==> src/rtl/bfm_ahbarbiter.sv <==
// Round-robin AHB arbiter sharing one slave port between up to four BFM masters.
// Grants move only at points where a fixed-length burst or a locked sequence
// cannot be split; HMASTER/HMASTLOCK follow the grant on HREADY edges.
module bfm_ahbarbiter #(
  parameter int NMASTERS       = 4,
  parameter int DEFAULT_MASTER = 0
) (
  input  logic                HCLK,
  input  logic                HRESET,
  input  logic [NMASTERS-1:0] HBUSREQ,
  input  logic [NMASTERS-1:0] HLOCK,
  input  logic [1:0]          HTRANS,
  input  logic [2:0]          HBURST,
  input  logic                HREADY,
  output logic [NMASTERS-1:0] HGRANT,
  output logic [1:0]          HMASTER,
  output logic                HMASTLOCK
);

  typedef enum logic [1:0] {
    TR_IDLE   = 2'b00,
    TR_BUSY   = 2'b01,
    TR_NONSEQ = 2'b10,
    TR_SEQ    = 2'b11
  } trans_e;

  typedef enum logic [2:0] {
    BU_SINGLE = 3'd0,
    BU_INCR   = 3'd1,
    BU_WRAP4  = 3'd2,
    BU_INCR4  = 3'd3,
    BU_WRAP8  = 3'd4,
    BU_INCR8  = 3'd5,
    BU_WRAP16 = 3'd6,
    BU_INCR16 = 3'd7
  } burst_e;

  localparam logic [1:0]          DEF_IDX   = 2'(DEFAULT_MASTER);
  localparam logic [NMASTERS-1:0] DEF_GRANT = NMASTERS'(1) << DEFAULT_MASTER;

  // Request/lock vectors widened to four so indexing by a 2-bit owner is always in range;
  // bits above NMASTERS are zero, which keeps out-of-range masters out of arbitration.
  logic [3:0] req_all;
  logic [3:0] lock_all;
  assign req_all  = 4'(HBUSREQ);
  assign lock_all = 4'(HLOCK);

  logic [3:0]          beats_left;
  logic [1:0]          last_owner;
  logic [1:0]          grant_idx;
  logic [3:0]          burst_len_m1;
  logic                phase_ok;
  logic                lock_hold;
  logic                arb_ok;
  logic [1:0]          winner;
  logic [1:0]          cand;
  logic                found;
  logic [NMASTERS-1:0] grant_next;

  // Encode the one-hot grant into the index of the granted master.
  always_comb begin
    grant_idx = '0;
    for (int i = 0; i < NMASTERS; i++)
      if (HGRANT[i]) grant_idx = i[1:0];
  end

  // Beat count minus one for the burst type on the bus.
  always_comb begin
    burst_len_m1 = 4'd0;
    case (HBURST)
      BU_WRAP4,  BU_INCR4:  burst_len_m1 = 4'd3;
      BU_WRAP8,  BU_INCR8:  burst_len_m1 = 4'd7;
      BU_WRAP16, BU_INCR16: burst_len_m1 = 4'd15;
      default:              burst_len_m1 = 4'd0;
    endcase
  end

  // Decide whether the current address phase is a legal point to hand over the bus.
  always_comb begin
    phase_ok = 1'b0;
    case (HTRANS)
      TR_IDLE:   phase_ok = 1'b1;
      TR_NONSEQ: phase_ok = (HBURST == BU_SINGLE) || (HBURST == BU_INCR) ||
                            (burst_len_m1 == 4'd0);
      TR_SEQ:    phase_ok = (HBURST == BU_INCR) || (beats_left == 4'd1);
      default:   phase_ok = 1'b0;
    endcase
  end

  assign lock_hold = lock_all[grant_idx] & req_all[grant_idx];
  assign arb_ok    = HREADY & phase_ok & ~lock_hold;

  // Round-robin search starting after the last owner; the last owner itself is tried last.
  always_comb begin
    winner = DEF_IDX;
    found  = 1'b0;
    cand   = '0;
    for (int k = 1; k <= NMASTERS; k++) begin
      cand = 2'((int'(last_owner) + k) % NMASTERS);
      if (!found && req_all[cand]) begin
        winner = cand;
        found  = 1'b1;
      end
    end
  end

  // One-hot form of the selected winner.
  always_comb begin
    grant_next = '0;
    for (int i = 0; i < NMASTERS; i++)
      grant_next[i] = (winner == i[1:0]);
  end

  // Grant, owner and beat-counter registers; wait states freeze ownership and the counter.
  always_ff @(posedge HCLK) begin
    if (HRESET) begin
      HGRANT     <= DEF_GRANT;
      HMASTER    <= DEF_IDX;
      HMASTLOCK  <= 1'b0;
      last_owner <= DEF_IDX;
      beats_left <= 4'd0;
    end else begin
      if (arb_ok) HGRANT <= grant_next;
      if (HREADY) begin
        HMASTER    <= grant_idx;
        HMASTLOCK  <= lock_all[grant_idx];
        last_owner <= grant_idx;
        case (HTRANS)
          TR_NONSEQ: beats_left <= burst_len_m1;
          TR_SEQ:    if (beats_left != 4'd0) beats_left <= beats_left - 4'd1;
          default:   ;
        endcase
      end
    end
  end

endmodule

==> config.mk <==
export PLATFORM = sky130hd
export DESIGN_NAME = bfm_ahbarbiter
export DESIGN_NICKNAME = d
export VERILOG_FILES = /design/src/rtl/bfm_ahbarbiter.sv
export SDC_FILE = /design/constraint.sdc
export NUM_CORES = 1
export LEC_CHECK = 0
export ABC_AREA = 1
export BUFFER_PORTS_ARGS = -buffer_cell sky130_fd_sc_hd__buf_4
export CAP_MARGIN = 10
export CORE_MARGIN = 10
export CORE_UTILIZATION = 36
export CTS_CLUSTER_DIAMETER = 100
export DETAILED_ROUTE_END_ITERATION = 7
export SYNTH_ARGS = -nofsm -noshare
export SYNTH_HDL_FRONTEND = slang
export SYNTH_SLANG_ARGS = --single-unit
==> constraint.sdc <==
create_clock -name HCLK -period 2.1 [get_ports HCLK]
set_input_delay 0.21 -clock HCLK [delete_from_list [all_inputs] [get_ports HCLK]]
set_output_delay 0.21 -clock HCLK [all_outputs]
set_load 0.02 [all_outputs]
==> summary.txt <==
Initial Util -> 38.3%
HP Class -> input pin to flip-flop
Worst Path Arrival -> 1880 ps
ratio of cells with drive above 1 in the final layout -> 23.4%
port bufs -> 22
Core Region -> 2520 um2
DRT Pass-1 Iters -> 4
CTS max path bufs -> 2
critical path class -> flip-flop to flip-flop
Rows -> 18
Clock Sinks -> 11
commonest non-fill, non-tap cell in the layout -> nand2_1
Die Wd -> 71.8 um
CP max-delay cell -> dfxtp_1
CTS buffer count -> 3
Worst Hold End -> last_owner[1]
I/O Pins -> 23
drt wl/cell -> 11.6 um
Top Family by Delay on Critical Path -> simple AND/OR/NAND/NOR gates
fin crit period -> 1690 ps
gr usage total -> 9.72%
Worst setup SP type -> flip-flop
Synth Area per Inst -> 6.08 um2
initial antenna violation count -> 0
Setup TNS -> 0 ps
clk_lat worst skew -> 270 ps
Worst EP required -> 2300 ps
buffer count from post-CTS setup fixing -> 0
worst reg-to-reg setup slack -> 410 ps
Root Driver -> clkbuf_4
crit end category -> flip-flop
Via density -> 4.76
DRT iter0 DRCs -> 43
final slew viol count -> 0
WL final -> 2.48 mm
Post-Synthesis Cells -> 159
via count -> 1,018
Post-Layout Cell Count -> 214
RSZ-0062 raised after global routing -> no
Final HPWL DP -> 2.09 mm
worst-margin pin slew -> 487 ps
# DRC -> 0
worst clock skew -> 7.05 ps
power per cell area -> 526 nW/um2
Buf/Inv on CP -> 1
most frequent cells in the layout -> nand2_1, inv_1, buf_4
worst-case headroom to the max-slew limit -> 67.5%
placed insts -> 210
Peak Freq -> 0.592 GHz
R2R cell count -> 10
grt ovf -> 0
RR Startpoint -> last_owner[0]
Worst path max stage delay -> 630 ps
Synth Cell Area -> 967 um2
CTS tree -> done
Resize count post-CTS -> 0
H-tree depth -> 1
outcome -> complete, no violations
GP Congestion -> 0.812
Hold Path Stages -> 2
first-pass GRT wire length -> 4.17 mm
Final Util -> 47.0%
die area -> 5160 um2
Peak supply drop -> 0.000436 V
synthesized flop and latch total -> 11
Setup Viol. Count Final -> 0
max_cap viols -> 0
CP Cell Sequence -> inv_6, nand2_2, nand2_1, nand2_1, nand2_2, nor2_4, nand3b_1, nand2_2, nand3_1, a21oi_1
Hold Vio Cnt, Final -> 0
Pwr Total -> 0.623 mW
Die Span Y -> 71.8 um
Max FO, Critical Path -> 11
number of global-route vias before repair -> 994
Area growth syn-to-layout -> 22.5%
# hold bufs at CTS -> 0
clock-pin slew on the worst setup and hold paths -> 70 ps
diode count -> 0
worst r2r dst -> HGRANT[3]
worst slack at placement -> 434 ps
largest net degree at the start of global routing -> 12
Netlist cell types -> 24
post-route ant nets -> 0
Synth warnings -> 0
Final period util -> 80.4%
worst setup margin -> 411 ps
hold_sp -> HREADY
LEAKAGE -> 0.641 nW
Mapped Nets -> 177
Nets -> 203
sequential area share after synthesis -> 22.8%
crit-path most repeated cell -> nand2_2
worst max path at each step:
stage             startpoint        end  slack (ps)  cells past startpoint
2_1_floorplan  last_owner[0]  HGRANT[2]         620                     11
3_3_place_gp   last_owner[0]  HGRANT[2]         470                     10
3_5_place_dp   last_owner[0]  HGRANT[3]         430                     10
4_1_cts        last_owner[0]  HGRANT[3]         400                     10
5_1_grt        last_owner[0]  HGRANT[3]         200                     10
6_report       last_owner[0]  HGRANT[3]         410                     10
per-layer routing:
| metal | part of all wire [%] | track usage [%] |
|---|---|---|
| met3 | 5.2 | 2.62 |
| met2 | 50 | 17.5 |
| met1 | 43 | 10.1 |
| met4 | 1.5 | 4.73 |
| met5 | 0 | 0 |
synth_stat cells:
cell type  number  area, um2
nand2_1        43        161
inv_1          27        101
nand3_1        13       65.1
nor2_1         12       45.0
o21ai_0        12       60.1
dfxtp_1        11        220
a21oi_1        10       50.1
nand2_2         7       43.8
nand2_4         5       56.3
nand4_1         3       18.8
ha_1            2       25.0
o21ai_1         2       10.0
a21boi_1        1       7.51
a31oi_1         1       6.26
buf_6           1       11.3
inv_2           1       3.75
inv_6           1       8.76
nand3_2         1       10.0
nand3b_1        1       7.51
nand4_2         1       12.5
nor2_4          1       11.3
o211ai_1        1       7.51
o21ai_4         1       16.3
o21bai_1        1       7.51
cells by family (layout without fill, tap and decap cells):
family                   after synthesis  after routing  synth area share, %
AND/OR/NAND/NOR                       87             87                 44.6
buffers and inverters                 30             55                 12.9
AO/OA/AOI/OAI                         29             29                 17.1
flip-flops                            11             11                 22.8
adder cells (fa/ha/maj)                2              2                 2.59
flip-flops by register name, indices dropped and copies added (netlist names):
signal / cells
HGRANT: 4
beats_left: 4
last_owner: 2
HMASTLOCK: 1
area by class of cell:
class	count	area, um2
Multi-Input combinational cell	118	622
Clock buffer	4	26.3
Timing Repair Buffer	22	165
Fill cell	257	1340
Sequential cell	11	220
Tap cell	30	37.5
Inverter	29	114
through the flow:
step                      hold WS, ps  cell area (um2)
after floorplan                   279              967
after global placement            431             1160
after detailed placement          434             1160
after CTS                         139             1180
after global routing              139             1180
final                             145             1180
report_power, final:
part	internal [mW]	total, mW	switching (mW)	leakage, nW
clock	0.0736	0.146	0.0727	0.0150
sequential	0.223	0.239	0.0161	0.0902
combinational	0.0939	0.237	0.143	0.535
Power figures use the tool's default switching activity.
